--- src/rtl/decode_stage.sv ---
// RV32I decode stage: combinational decode into a registered ID/EX word.
// Define DECODE_DEBUG_INSTR_EN to carry the raw instruction in instr_data.
package rv32i_pkg;
    typedef enum logic [6:0] {
        op_lui   = 7'b0110111,
        op_auipc = 7'b0010111,
        op_jal   = 7'b1101111,
        op_jalr  = 7'b1100111,
        op_br    = 7'b1100011,
        op_load  = 7'b0000011,
        op_store = 7'b0100011,
        op_imm   = 7'b0010011,
        op_reg   = 7'b0110011
    } rv32i_opcode;

    typedef enum logic [2:0] {
        f3_add = 3'b000, f3_sll = 3'b001, f3_slt = 3'b010, f3_sltu = 3'b011,
        f3_xor = 3'b100, f3_sr  = 3'b101, f3_or  = 3'b110, f3_and  = 3'b111
    } arith_funct3_t;

    typedef enum logic [2:0] {
        beq  = 3'b000, bne  = 3'b001, blt  = 3'b100,
        bge  = 3'b101, bltu = 3'b110, bgeu = 3'b111
    } branch_funct3_t;

    typedef enum logic [2:0] {
        alu_add = 3'b000, alu_sll = 3'b001, alu_sra = 3'b010, alu_sub = 3'b011,
        alu_xor = 3'b100, alu_srl = 3'b101, alu_or  = 3'b110, alu_and = 3'b111
    } alu_ops;

    typedef enum logic {am1_rs1 = 1'b0, am1_pc = 1'b1} alumux1_sel_t;
    typedef enum logic {am2_imm = 1'b0, am2_rs2 = 1'b1} alumux2_sel_t;
    typedef enum logic {cm_rs2 = 1'b0, cm_imm = 1'b1} cmpmux_sel_t;
    typedef enum logic {exo_alu = 1'b0, exo_cmp = 1'b1} exoutmux_sel_t;

    typedef enum logic [2:0] {
        rf_alu_out = 3'd0, rf_u_imm = 3'd1, rf_lw  = 3'd2, rf_pc_plus4 = 3'd3,
        rf_lb      = 3'd4, rf_lbu   = 3'd5, rf_lh  = 3'd6, rf_lhu      = 3'd7
    } regfilemux_sel_t;

    typedef enum logic [1:0] {
        fwd_none = 2'd0, fwd_ex = 2'd1, fwd_mem = 2'd2, fwd_wb = 2'd3
    } fwdmux_sel_t;

    typedef struct packed {
        logic [6:0]      opcode;
        alu_ops          aluop;
        branch_funct3_t  cmpop;
        logic            mem_read;
        logic            mem_write;
        logic [2:0]      load_funct3;
        logic [2:0]      store_funct3;
        logic            regfile_load;
        alumux1_sel_t    alumux1_sel;
        alumux2_sel_t    alumux2_sel;
        cmpmux_sel_t     cmpmux_sel;
        regfilemux_sel_t regfilemux_sel;
        exoutmux_sel_t   EX_alu_out_mux_sel;
        fwdmux_sel_t     fwd_rs1_sel;
        fwdmux_sel_t     fwd_rs2_sel;
    } rv32i_ctrl_t;

    typedef struct packed {
        logic [31:0] instr_data;
        logic [31:0] pc;
        logic [4:0]  rs1;
        logic [4:0]  rs2;
        logic [4:0]  rd;
        logic [31:0] immediate;
        rv32i_ctrl_t ctrl;
    } rv32i_instr_word;
endpackage

module decode_stage
    import rv32i_pkg::*;
(
    input  logic            clk,
    input  logic            rst_n,
    input  logic            if_valid,
    output logic            if_ready,
    input  logic [31:0]     if_instr,
    input  logic [31:0]     if_pc,
    input  logic            flush,
    output logic            id_valid,
    input  logic            id_ready,
    output rv32i_instr_word id_instr_word
);
    logic [6:0]  opc;
    logic [2:0]  f3;
    logic [31:0] imm_i, imm_s, imm_b, imm_u, imm_j;
    logic        is_lui, is_auipc, is_jal, is_jalr, is_br;
    logic        is_load, is_store, is_imm, is_reg;
    logic        hazard, accept;
    logic        valid_q, valid_d;
    rv32i_instr_word dec, word_q, word_d;

    assign opc   = if_instr[6:0];
    assign f3    = if_instr[14:12];
    assign imm_i = {{21{if_instr[31]}}, if_instr[30:20]};
    assign imm_s = {{21{if_instr[31]}}, if_instr[30:25], if_instr[11:7]};
    assign imm_b = {{20{if_instr[31]}}, if_instr[7], if_instr[30:25],
                    if_instr[11:8], 1'b0};
    assign imm_u = {if_instr[31:12], 12'h000};
    assign imm_j = {{12{if_instr[31]}}, if_instr[19:12], if_instr[20],
                    if_instr[30:21], 1'b0};

    assign is_lui   = (opc == op_lui);
    assign is_auipc = (opc == op_auipc);
    assign is_jal   = (opc == op_jal);
    assign is_jalr  = (opc == op_jalr);
    assign is_br    = (opc == op_br);
    assign is_load  = (opc == op_load);
    assign is_store = (opc == op_store);
    assign is_imm   = (opc == op_imm);
    assign is_reg   = (opc == op_reg);

    always_comb begin
        dec = '0;
        dec.pc = if_pc;
        dec.rd = if_instr[11:7];
        dec.ctrl.opcode = opc;
        dec.ctrl.aluop = alu_add;
        dec.ctrl.cmpop = beq;
        dec.ctrl.fwd_rs1_sel = fwd_none;
        dec.ctrl.fwd_rs2_sel = fwd_none;
`ifdef DECODE_DEBUG_INSTR_EN
        dec.instr_data = if_instr;
`endif
        unique case (1'b1)
            is_lui: begin
                dec.immediate = imm_u;
                dec.ctrl.regfilemux_sel = rf_u_imm;
                dec.ctrl.regfile_load = 1'b1;
            end
            is_auipc: begin
                dec.immediate = imm_u;
                dec.ctrl.alumux1_sel = am1_pc;
                dec.ctrl.regfile_load = 1'b1;
            end
            is_jal: begin
                dec.immediate = imm_j;
                dec.ctrl.alumux1_sel = am1_pc;
                dec.ctrl.regfilemux_sel = rf_pc_plus4;
                dec.ctrl.regfile_load = 1'b1;
            end
            is_jalr: begin
                dec.rs1 = if_instr[19:15];
                dec.immediate = imm_i;
                dec.ctrl.regfilemux_sel = rf_pc_plus4;
                dec.ctrl.regfile_load = 1'b1;
            end
            is_br: begin
                dec.rs1 = if_instr[19:15];
                dec.rs2 = if_instr[24:20];
                dec.immediate = imm_b;
                dec.ctrl.cmpop = branch_funct3_t'(f3);
                dec.ctrl.alumux1_sel = am1_pc;
            end
            is_load: begin
                dec.rs1 = if_instr[19:15];
                dec.immediate = imm_i;
                dec.ctrl.mem_read = 1'b1;
                dec.ctrl.load_funct3 = f3;
                dec.ctrl.regfile_load = 1'b1;
                case (f3)
                    3'b000:  dec.ctrl.regfilemux_sel = rf_lb;
                    3'b001:  dec.ctrl.regfilemux_sel = rf_lh;
                    3'b100:  dec.ctrl.regfilemux_sel = rf_lbu;
                    3'b101:  dec.ctrl.regfilemux_sel = rf_lhu;
                    default: dec.ctrl.regfilemux_sel = rf_lw;
                endcase
            end
            is_store: begin
                dec.rs1 = if_instr[19:15];
                dec.rs2 = if_instr[24:20];
                dec.immediate = imm_s;
                dec.ctrl.mem_write = 1'b1;
                dec.ctrl.store_funct3 = f3;
            end
            is_imm, is_reg: begin
                dec.rs1 = if_instr[19:15];
                dec.immediate = is_reg ? 32'h0 : imm_i;
                dec.ctrl.regfile_load = 1'b1;
                dec.ctrl.cmpmux_sel = is_reg ? cm_rs2 : cm_imm;
                dec.ctrl.aluop = alu_ops'(f3);
                if (is_reg) begin
                    dec.rs2 = if_instr[24:20];
                    dec.ctrl.alumux2_sel = am2_rs2;
                end
                // srai shares bit30 with sra; sub exists only in the reg form
                if (f3 == f3_sr)
                    dec.ctrl.aluop = if_instr[30] ? alu_sra : alu_srl;
                if (f3 == f3_add && is_reg && if_instr[30])
                    dec.ctrl.aluop = alu_sub;
                if (f3 == f3_slt || f3 == f3_sltu) begin
                    dec.ctrl.cmpop = (f3 == f3_slt) ? blt : bltu;
                    dec.ctrl.EX_alu_out_mux_sel = exo_cmp;
                end
            end
            default: ;
        endcase
        if (dec.rd == 5'd0)
            dec.ctrl.regfile_load = 1'b0;
    end

    assign hazard = valid_q & word_q.ctrl.mem_read & (word_q.rd != 5'd0)
                  & id_ready & if_valid
                  & ((dec.rs1 == word_q.rd) | (dec.rs2 == word_q.rd));

    assign if_ready = rst_n & (~valid_q | id_ready) & ~hazard & ~flush;
    assign accept   = if_valid & if_ready;

    always_comb begin
        valid_d = valid_q;
        word_d  = word_q;
        if (flush) begin
            valid_d = 1'b0;
        end else if (accept) begin
            valid_d = 1'b1;
            word_d  = dec;
        end else if (id_ready) begin
            valid_d = 1'b0;
        end
    end

    always_ff @(posedge clk or negedge rst_n) begin
        if (!rst_n) begin
            valid_q <= 1'b0;
            word_q  <= '0;
        end else begin
            valid_q <= valid_d;
            word_q  <= word_d;
        end
    end

    assign id_valid      = valid_q;
    assign id_instr_word = word_q;
endmodule

--- config.mk ---
export PLATFORM = sky130hd
export DESIGN_NAME = decode_stage
export DESIGN_NICKNAME = d
export VERILOG_FILES = /design/src/rtl/decode_stage.sv
export SDC_FILE = /design/constraint.sdc
export NUM_CORES = 1
export LEC_CHECK = 0
export CORE_MARGIN = 2
export CORE_UTILIZATION = 30
export DETAILED_ROUTE_END_ITERATION = 10
export DONT_BUFFER_PORTS = 1
export SYNTH_ARGS = -nofsm -noshare
export SYNTH_HDL_FRONTEND = slang
export SYNTH_SLANG_ARGS = --single-unit
--- constraint.sdc ---
create_clock -name clk -period 3.6 [get_ports clk]
set_input_delay 0.72 -clock clk [delete_from_list [all_inputs] [get_ports clk]]
set_output_delay 0.72 -clock clk [all_outputs]
set_load 0.02 [all_outputs]
Word level (Yosys, flattened, before mapping)
Index checks and enable logic that the tools add are counted.
Word-level totals
  flip-flop bits (word level): 109
  memory bits (read-only): 0
  input port bits: 69
  bits in latches: 0
  output and inout bits: 146
  word-level logic and storage cells: 94
  RAM bits: 0
  memories: 0
Cells by class
  multipliers: 0
  $add $sub $neg: 0
  equal/unequal tests: 16
  order comparisons: 0
  divide/modulo/power cells: 0
  shift-type cells: 0
  bitwise operators: 14
  mux-type cells: 29
  reductions and logical operators: 16
Operators with widths (number)
  case mux 32 bit (6 select lines): 1
  2-to-1 mux 32 bit: 1
  equality test 7 x 6 -> 1 bit (second input constant): 3
  equality test 7 bit (second input constant): 3
  2-to-1 mux 3 bit: 7
  equality test 7 x 5 -> 1 bit (second input constant): 2
  2-to-1 mux 1 bit: 12
  case mux 3 bit (4 select lines): 1
  equality test 5 bit: 2
  2-to-1 mux 5 bit: 2
  case mux 5 bit (2 select lines): 1
  OR reduction 2 bit: 5
  bitwise AND 1 bit: 9
  case mux 3 bit (3 select lines): 1
  equality test 7 x 2 -> 1 bit (second input constant): 1
  OR reduction 7 bit: 1
  equality test 3 x 2 -> 1 bit (second input constant): 2
  equality test 3 bit (second input constant): 2
  case mux 3 bit (2 select lines): 1
  OR reduction 6 bit: 1
  logical NOT 5 bit: 1
  nonzero test 5 bit: 1
  2-to-1 mux 2 bit: 2
  equality test 3 x 1 -> 1 bit (second input constant): 1
  8 further kinds: 12

Depth between registers and ports, before layout
Gate-level depths: netlist (run 1).
  word-level depth: 12
  gate-level depth with buffers: 11
  depth with buffers taken out: 6

Least setup slack after synthesis (run 1)
OpenSTA, ideal clock, no wires.
  path kind: input -> output
  start: input port if_instr[6]
  end: output port if_ready
  setup slack: 0.394 ns
  buffers on the path: 2
  data arrival time: 2.486 ns
  data required time: 2.880 ns
  stages: 8
  cells stage by stage: and3b_1 buf_4 o211ai_2 mux2i_1 or4_4 o21ai_1 buf_2 inv_1
Between the ends
  cells in the longest elaborated chain, start to end: 9
  elaborated cells between the ends (all ways): 19
  classes of those cells: 8 x eq/ne; 3 x mux; 5 x bitwise; 3 x reduce/logical
Ends and longest elaborated chain
  start: declaration: RTL line 81  | input logic [31:0] if_instr,
  equality test 7 bit (tied with other cells): RTL line 110  | assign is_jalr = (opc == op_jalr);
  OR reduction 6 bit (no source line) (tied with other cells)
  2-to-1 mux 5 bit or case mux 5 bit (2 select lines) (tied branches): RTL line 129  | unique case (1'b1)
  equality test 5 bit: RTL line 208  | & ((dec.rs1 == word_q.rd) | (dec.rs2 == word_q.rd));
  OR 1 bit (*): RTL line 208
  bitwise AND 1 bit (*): RTL line 208
  NOT 1 bit (*): RTL line 210  | assign if_ready = rst_n & (~valid_q | id_ready) & ~hazard & ~flush;
  bitwise AND 1 bit (*) (2 in series): RTL line 210
  end: declaration: RTL line 80  | output logic if_ready,
Mark *: on every way between the ends. The rest lies on a longest branch, timed or not.

Worst setup path in the final report (run 1)
  start: input port if_instr[2]
  end: output port if_ready
Same word-level chain as after synthesis.

==> flow_summary.toml, run 1 <==
[outcome]
outcome = "finished clean"

[hold_path]
min-delay-path-class = "in2async"

[synthesis]
synth_enable_flop_cells = 0
avgSynthCellArea_um2 = 12.1
netlist_instances = 472
synthArstFlopShare_pct = 100
synthDistinctLibCells = 55
seq_area_frac_synth_pct = 47.7
synth_seq_cells = 109
synth_ff_type = "dfrtp_1"
netlist_area_mm2 = 0.00572
yosys_warnings = 0

[floorplan]
rows = 50
die_w_um = 142
io_pins = 215
core_mm2 = 0.0187
die_h_um = 142
initial_core_util_pct = 30.6
die_area_mm2 = 0.0202

[finish]
multi_input_area_mm2 = 0.00251
post-route-util_pct = 31.9
final_cells = 695
nFillCells = 1877
diodes = 0
final_common_cell = "dfrtp_1"
layout-drive-gt1-share_pct = 20.8
fin_nets = 525
syn_to_final_growth_pct = 4.40
regArea_mm2 = 0.00273
final_cell_mix = "dfrtp_1, mux2_4, conb_1"
stdcell_area_mm2 = 0.00597

[global_routing]
grt_pass1_vias = 3626
grt_pass1_wl_um = 22100
grt_max_degree = 111
overflow = 0
antenna_found_initial = 0
grt.total_usage_pct = 14.5

[clock_tree]
hold_buffers = 0
cts_root_buffer = "clkbuf_16"
cts_resized = 0
post-cts-setup-buffers = 0
clk_pin_slew_worst_paths_ns = 0.07
cts_buffers = 9
clkSinkCount = 109
cts_buffer_depth = 2
tritoncts = "yes"
clock_latency_ns = 0.35
h-tree-depth = 3

[critical_path]
cp_slowest_cell = "mux2_1"
critical-path-max-stage-delay_ns = 0.35
crit_required_ns = 2.88
cp_cell_sequence = "and4bb_1, and3_1, mux2_1, a21oi_1, o21ai_2, inv_1"
r2r_setup_slack_ns = 0.82
crit_arrival_ns = 2.36
critPathMaxFanout = 14
cp-start-kind = "primary input"
worstSetupPathType = "in2out"
critPathCaptureType = "output pin"

[timing]
worst_slack_ns = 0.524
final_hold_viol_count = 0
finalCritPeriodShare_pct = 85.4
setup-tns-final_ns = 0
hold-worst-slack_ns = 0.0611
fmax_ghz = 0.325
fin_crit_ns = 3.08
slew_headroom_pct = 35.2
rsz0062_at_grt = "no"
tightest_slew_ns = 0.964
fin_worst_skew_ns = 0.00523
finalSetupViolCount = 0
slew_violations = 0

[power_and_ir_drop]
finalPower_mw = 3.22
power_density_mw_per_mm2 = 538
p_leak_nw = 2.80
peakVddDrop_mv = 0.208

[detailed_routing]
vias_per_cell = 5.08
routed_wl_um = 14700
num_vias = 3532
antenna_left = 0
drcViolationCount = 0
drt_iter0_markers = 201
wire_per_inst_um = 21.2
first_pass_iters = 4

[placement]
gp_congestion = 0.769
io_buffers = 0
placed_area_mm2 = 0.00570
pre_cts_ws_ns = 0.470
place.detailed.hpwl_um = 10800
place_inst = 679

[job]
cap_violations = 0
==> final timing paths <==
check                           cells past startpoint                              to                          start
worst max-delay path                                6                        if_ready                    if_instr[2]
max in group asynchronous                           0   id_instr_word[79]$_DFFE_PN0P_                          rst_n
worst min-delay path                                0  id_instr_word[111]$_DFFE_PN0P_                          rst_n
worst max register to register                      7   id_instr_word[44]$_DFFE_PN0P_  id_instr_word[67]$_DFFE_PN0P_
worst min register to register                      1   id_instr_word[17]$_DFFE_PN0P_  id_instr_word[17]$_DFFE_PN0P_
min in group clk                                    1            id_valid$_DFFE_PN0P_                          flush
==> cell families (layout without fill, tap and decap cells) <==
kind of cell              Yosys count  in the layout  share of synthesized area [%]
AOI/OAI and AO/OA                  83             83                           11.3
other                               1             36                         0.0655
muxes                              88             88                           20.7
and+or+nand+nor                    90             90                           8.48
buffers and inverters              96             50                           11.0
DFF                               109            109                           47.7
xor gates and xnor gates            5              5                          0.766
==> critical path: cells and delay by family <==
kind	cells	cell delay [ns]
compound gates	2	0.45
buf+inv	1	0.19
mux	1	0.35
simple gates	2	0.63
==> report_power, final <==
| part | leakage [nW] | switching (mW) | internal (mW) | total [mW] |
|---|---|---|---|---|
| combinational | 1.25 | 0.211 | 0.293 | 0.504 |
| sequential | 1.42 | 0.391 | 1.40 | 1.79 |
| clock | 0.136 | 0.440 | 0.487 | 0.926 |
| total | 2.80 | 1.04 | 2.17 | 3.22 |
==> registers in the layout, summed over array words and instances, names as in the netlist <==
name	count
id_instr_word	108
id_valid	1
==> Yosys cell counts, drive strengths merged, types with 2 or more instances <==
| cell type | instances | area share, % |
|---|---|---|
| and3 | 2 | 0.22 |
| a21oi | 27 | 2.4 |
| o2bb2ai | 24 | 4.7 |
| nand3 | 24 | 2.1 |
| a32oi | 3 | 0.46 |
| xnor2 | 2 | 0.31 |
| buf | 55 | 8.3 |
| nand2 | 12 | 0.79 |
| a22o | 4 | 0.61 |
| nor3b | 2 | 0.26 |
| nor4 | 2 | 0.22 |
| nand2b | 5 | 0.55 |
| o211ai | 2 | 0.44 |
| a22oi | 2 | 0.26 |
| or2 | 3 | 0.33 |
| nor3 | 6 | 0.52 |
| mux2 | 62 | 16 |
| a31oi | 3 | 0.33 |
| mux2i | 26 | 4.5 |
| nor2 | 16 | 1.0 |
| inv | 28 | 1.8 |
| o221ai | 2 | 0.31 |
| and3b | 2 | 0.31 |
| nand4 | 3 | 0.33 |
| o21ai | 7 | 0.61 |
| xor2 | 3 | 0.46 |
| or3 | 2 | 0.22 |
| clkbuf | 13 | 0.87 |
| or4 | 2 | 0.33 |
| o22ai | 2 | 0.22 |
| dfrtp | 109 | 48 |
| nand3b | 5 | 0.66 |
==> per-layer routing <==
| layer | GRT usage (%) | vias to the layer above | routed length (um) |
|---|---|---|---|
| met2 | 23.6 | 175 | 7020 |
| li1 | - | 1574 | - |
| met5 | 0 | - | 0 |
| met3 | 7.91 | 14 | 1890 |
| met1 | 16.6 | 1769 | 5620 |
| met4 | 4.00 | 0 | 212 |
==> final cells by class <==
type | count | share of cell area [%]
inverters | 28 | 1.76
clock inverters | 4 | 0.398
repair buffers | 6 | 1.17
flip-flops and latches | 109 | 45.7
multi-input cells | 302 | 42.0
clock buffers | 12 | 4.13
well taps | 234 | 4.90
(Power assumes the default switching activity.)
==> inputs of run 2 (changes only) <==
--- a/config.mk
+++ b/config.mk
@@ -5,6 +5,7 @@
 export SDC_FILE = /design/constraint.sdc
 export NUM_CORES = 1
 export LEC_CHECK = 0
+export ABC_AREA = 1
 export CORE_MARGIN = 2
 export CORE_UTILIZATION = 30
 export DETAILED_ROUTE_END_ITERATION = 10
==> run 2 against run 1 <==
  * Sequential power is 13% lower
  * Worst hold slack worse by 0.0059 ns
  * Register-to-register slack better by 0.56 ns
  * Wire length is 20% higher
  * Core utilization is 0.40 points higher
  * Die area is 1.4% lower
  * Fmax is 1.7% lower
  * Non-clock buffer count is 2 higher
  * Final cell count is 33% higher
  * Flip-flop and latch count stayed put
  * Clock power is 20% higher
  * Sequential share of layout area is 0.26 points lower
==> flow_summary.toml, run 2 <==
[outcome]
outcome = "finished clean"

[synthesis]
yosysMostFrequentCell = "nand2_1"
synthDistinctLibCells = 34
synth_seq_cells = 109
netlist_area_mm2 = 0.00564
synth_enable_flop_cells = 0
synthTopCellsByCount = "nand2_1, nand4_1, dfrtp_1"
synth_area_leaders = "dfrtp_1, nand2_1, nand4_1, buf_4, inv_1"
synth_ff_type = "dfrtp_1"
yosysTopAreaCellShare_pct = 48.3
netlist_instances = 718
seq_area_frac_synth_pct = 48.3
synth_largest_area_cell = "dfrtp_1"
yosys_warnings = 0
synthArstFlopShare_pct = 100
avgSynthCellArea_um2 = 7.86

[detailed_routing]
first_pass_iters = 5
wire_per_inst_um = 19.1
num_vias = 4741
vias_per_cell = 5.13
drt_iter0_markers = 304
routed_wl_um = 17600
drcViolationCount = 0
antenna_left = 0

[floorplan]
io_pins = 215
rows = 50
initial_core_util_pct = 30.4
die_w_um = 141
die_area_mm2 = 0.0199
die_h_um = 141
core_mm2 = 0.0186

[critical_path]
critical-path-max-stage-delay_ns = 0.30
cp-start-kind = "primary input"
cpMostUsedCell = "nand2_1"
reg2reg_depth = 10
crit_arrival_ns = 2.41
r2r_setup_slack_ns = 1.38
critPathCaptureType = "output pin"
crit_required_ns = 2.88
cp_cell_sequence = "nor2_2, nand2_2, a21oi_2, nor2_2, nand2_4, nand2_1, inv_2, nand2_1, nand2_1, inv_1, nand3_1, nand2_2, a21boi_0, buf_4"
critPathMaxFanout = 9
r2r-end = "id_instr_word[91]$_DFFE_PN0P_"
r2r-start = "id_instr_word[67]$_DFFE_PN0P_"
critPathTopFamily = "simple AND/OR/NAND/NOR gates"
worstSetupPathType = "in2out"
path_buf_inv = 3
cp_slowest_cell = "a21oi_2"

[clock_tree]
h-tree-depth = 3
clock_latency_ns = 0.36
clkSinkCount = 109
cts_resized = 0
cts_buffer_depth = 2
hold_buffers = 0
clk_pin_slew_worst_paths_ns = 0.07
tritoncts = "yes"
post-cts-setup-buffers = 0
cts_buffers = 9
cts_root_buffer = "clkbuf_16"

[finish]
nFillCells = 1953
largest_reg_flops = 108
fin_nets = 755
final_cell_mix = "nand2_1, nand4_1, dfrtp_1"
final_common_cell = "nand2_1"
layout-drive-gt1-share_pct = 5.21
syn_to_final_growth_pct = 6.48
diodes = 0

[global_routing]
overflow = 0
grt_pass1_vias = 4346
antenna_found_initial = 0
grt_pass1_wl_um = 26800
grt_max_degree = 111
grt.total_usage_pct = 17.6

[power_and_ir_drop]
p_leak_nw = 3.24
finalPower_mw = 2.92
peakVddDrop_mv = 0.232
power_density_mw_per_mm2 = 487

[timing]
fmax_ghz = 0.320
tightest_slew_ns = 0.854
fin_crit_ns = 3.13
final_hold_viol_count = 0
slew_headroom_pct = 42.9
fin_worst_skew_ns = 0.00581
hold-worst-slack_ns = 0.0552
slew_violations = 0
finalCritPeriodShare_pct = 86.9
rsz0062_at_grt = "no"
finalSetupViolCount = 0
setup-tns-final_ns = 0

[placement]
io_buffers = 0
place.detailed.hpwl_um = 12100
gp_congestion = 0.855

[job]
cap_violations = 0

[hold_path]
min-delay-path-class = "in2async"
run 2: cell count changes in the layout (fill, tap and decap cells not counted), moves of 5 or more:
cell       previous run  this run
o2bb2ai_1            15         0
a21oi_1              27         1
inv_1                28        48
nor2_1               16        37
nand3_1              24         8
o211ai_1              0        11
nand2_1              12       260
o21ai_0               5        11
nand2b_1              5         0
o2bb2ai_2             9         0
nand4_1               3       111
mux2i_1              26         0
mux2_4               60         0
run 2: worst max path at each step:
stage	start	to	slack, ns	depth (start not counted)
finish	if_instr[3]	if_ready	0.47	14
global route	if_instr[3]	if_ready	0.33	14
CTS	if_instr[3]	if_ready	0.49	14
detailed placement	if_instr[3]	if_ready	0.49	14
global placement	if_instr[3]	if_ready	0.55	14
floorplan	if_instr[3]	if_ready	0.67	13
run 2: metrics by stage:
step / util (%) / setup WS [ns] / instance area, um2 / std cells
2_1_floorplan: - / 0.667 / 5770 / 753
3_3_place_gp: 30.6 / 0.546 / 5680 / 909
3_5_place_dp: 30.6 / 0.490 / 5680 / 909
4_1_cts: 32.3 / 0.487 / 6010 / 925
5_1_grt: 32.3 / 0.326 / 6010 / 925
6_report: 32.3 / 0.472 / 6010 / 925
run 2: where the power goes:
group          switching, mW  internal (mW)  total (mW)  leakage (nW)
clock                  0.480          0.629        1.11         0.158
sequential             0.233           1.33        1.56          1.45
combinational          0.174         0.0788       0.253          1.63
run 2: cells by family (layout without fill, tap and decap cells):
kind of cell / after synthesis / count (layout) / synth area share, %
AND/OR/NAND/NOR: 432 / 432 / 34.7
flip-flops: 109 / 109 / 48.3
buffers and inverters: 136 / 74 / 12.2
XOR/XNOR: 2 / 2 / 0.311
AO/OA/AOI/OAI: 38 / 38 / 4.44
other: 1 / 36 / 0.0665
run 2: final cells by class:
cell class	instances	area [um2]	share of cell area, %
sequential	109	2730	45.4
multi-input combinational	508	2380	39.6
tap	234	293	4.87
clock buffer	10	239	3.98
inverter	50	188	3.12
timing repair buffer	8	97.6	1.62
clock inverter	6	86.3	1.44
run 2: routing by layer:
metal	vias up	share of wire (%)	GRT usage [%]
li1	2259	-	-
met1	2284	43	23.7
met4	0	2.6	7.00
met2	175	45	25.7
met3	23	9.6	6.49
met5	-	0	0
run 2: worst reg2reg max path, cell delays in order, from the launching register on:
cell     delay, ns
dfrtp_1       0.58
inv_1         0.16
o22ai_1       0.15
nor2_1        0.06
nand3_1       0.11
nand2_2       0.09
nand2_4       0.09
nand3_4       0.34
buf_4         0.40
nand2_1       0.09
nand2_1       0.05
==> inputs of run 3 (changes only) <==
--- a/config.mk
+++ b/config.mk
@@ -6,10 +6,13 @@
 export NUM_CORES = 1
 export LEC_CHECK = 0
 export ABC_AREA = 1
+export CELL_PAD_IN_SITES_DETAIL_PLACEMENT = 0
+export CELL_PAD_IN_SITES_GLOBAL_PLACEMENT = 1
 export CORE_MARGIN = 2
 export CORE_UTILIZATION = 30
 export DETAILED_ROUTE_END_ITERATION = 10
 export DONT_BUFFER_PORTS = 1
+export PLACE_DENSITY_LB_ADDON = 0.1
 export SYNTH_ARGS = -nofsm -noshare
 export SYNTH_HDL_FRONTEND = slang
 export SYNTH_SLANG_ARGS = --single-unit
==> run 3 against run 2 <==
  * Setup slack improved by 0.12 ns
  * Largest cell class unchanged
  * Design area decreased by 0.23%
  * Non-clock buffer count decreased by 2
  * Die area unchanged
  * Critical path depth unchanged
  * First-iteration DRC count decreased by 0.66%
  * Wire length increased by 2.0%
==> flow_summary.toml, run 3 (synthesis gave the netlist of run 2 again) <==
[outcome]
outcome = "finished clean"

[hold_path]
min-delay-path-class = "in2async"

[detailed_routing]
drt_iter0_markers = 302
antenna_left = 0
routed_wl_um = 18000
first_pass_iters = 5
wire_per_inst_um = 19.5
num_vias = 4687
drcViolationCount = 0
vias_per_cell = 5.08

[timing]
fin_worst_skew_ns = 0.00856
fmax_ghz = 0.333
setup-tns-final_ns = 0
tightest_slew_ns = 0.864
rsz0062_at_grt = "no"
slew_violations = 0
finalCritPeriodShare_pct = 83.5
final_hold_viol_count = 0
fin_crit_ns = 3.01
slew_headroom_pct = 42.2
finalSetupViolCount = 0

[power_and_ir_drop]
internal_power_mw = 1.97
clockPowerShare_pct = 37.4
power_density_mw_per_mm2 = 483
p_sw_share_pct = 32.1
finalPower_mw = 2.90
power_frac_seq_pct = 53.8
peakVddDrop_mv = 0.214
p_leak_nw = 3.23
power_switching_mw = 0.930
combPwrFrac_pct = 8.8

[clock_tree]
cts_resized = 0
h-tree-depth = 3
clkSinkCount = 109
clock_latency_ns = 0.37
clk_pin_slew_worst_paths_ns = 0.08
post-cts-setup-buffers = 0
cts_root_buffer = "clkbuf_16"
cts_buffer_depth = 2
hold_buffers = 0
tritoncts = "yes"
cts_buffers = 9

[placement]
placed_area_mm2 = 0.00568
io_buffers = 0
place.detailed.hpwl_um = 12400
place_inst = 907
gp_congestion = 0.859

[floorplan]
initial_core_util_pct = 30.4
die_w_um = 141
die_h_um = 141
core_mm2 = 0.0186
rows = 50
io_pins = 215
die_area_mm2 = 0.0199

[global_routing]
grt_max_degree = 111
grt_pass1_vias = 4519
antenna_found_initial = 0
grt_pass1_wl_um = 27700
overflow = 0
grt.total_usage_pct = 17.9

[critical_path]
cp_cell_sequence = "nor2_2, nand2_2, a21oi_2, nor2_2, nand2_4, nand2_1, inv_2, nand2_1, nand2_1, inv_1, nand3_1, nand2_2, a21boi_0, buf_4"
cp-start-kind = "primary input"
cp_slowest_cell = "a21oi_2"
critPathTopFamily = "simple AND/OR/NAND/NOR gates"
critPathCaptureType = "output pin"
crit_arrival_ns = 2.29
critPathMaxFanout = 9
crit_required_ns = 2.88
critical-path-max-stage-delay_ns = 0.33
cpMostUsedCell = "nand2_1"
path_buf_inv = 3
worstSetupPathType = "in2out"

[finish]
regArea_mm2 = 0.00273
nFillCells = 1988
stdcell_area_mm2 = 0.00599
layout-drive-gt1-share_pct = 4.93
largest_reg_flops = 108
syn_to_final_growth_pct = 6.23
multi_input_area_mm2 = 0.00238
fin_nets = 753
final_common_cell = "nand2_1"
post-route-util_pct = 32.3
final_cell_mix = "nand2_1, nand4_1, dfrtp_1"
diodes = 0
final_cells = 923

[job]
cap_violations = 0
[run 3: cell count changes in the layout (fill, tap and decap cells not counted), sizes merged]
cell    delta
bufinv     -1
clkinv     -2
inv        +4
buf        -2
clkbuf     -1
[run 3: path summary, 6_finish.rpt]
kind	startpoint	depth (start not counted)	slack, ns	endpoint
max reg2reg	id_instr_word[67]$_DFFE_PN0P_	10	1.45	id_instr_word[30]$_DFFE_PN0P_
min in group clk	flush	1	0.44	id_valid$_DFFE_PN0P_
min	rst_n	0	0.04	id_instr_word[72]$_DFFE_PN0P_
max	if_instr[3]	14	0.59	if_ready
min reg2reg	id_instr_word[73]$_DFFE_PN0P_	2	0.62	id_instr_word[73]$_DFFE_PN0P_
max in group asynchronous	rst_n	0	3.22	id_instr_word[4]$_DFFE_PN0P_
[run 3: per-layer routing]
layer  routed length, um  share of wire, %  GRT usage [%]
met1                8170                45           24.9
met2                8210                46           27.0
met5                   0                 0              0
met3                1270               7.0           4.55
met4                 353               2.0           6.32
[run 3: power by group through the flow]
stage	logic [mW]	registers [mW]	clock network (mW)
after floorplan	0.257	1.55	0
after global placement	0.251	1.58	0
after detailed placement	0.257	1.58	0
after CTS	0.257	1.56	1.12
after global routing	0.298	1.57	1.16
final	0.255	1.56	1.08
[run 3: through the flow]
step           hold WS, ns  worst slack (ns)
3_3_place_gp         0.428             0.607
2_1_floorplan        0.424             0.667
3_5_place_dp         0.428             0.608
4_1_cts             0.0304             0.604
5_1_grt             0.0296             0.279
6_report            0.0434             0.594
[run 3: area by class of cell]
type / instances / share of cell area [%]
clock buffer: 9 / 3.76
multi-input combinational: 508 / 39.6
tap: 234 / 4.89
inverter: 50 / 3.13
clock inverter: 7 / 1.48
sequential: 109 / 45.5
timing repair buffer: 6 / 1.59
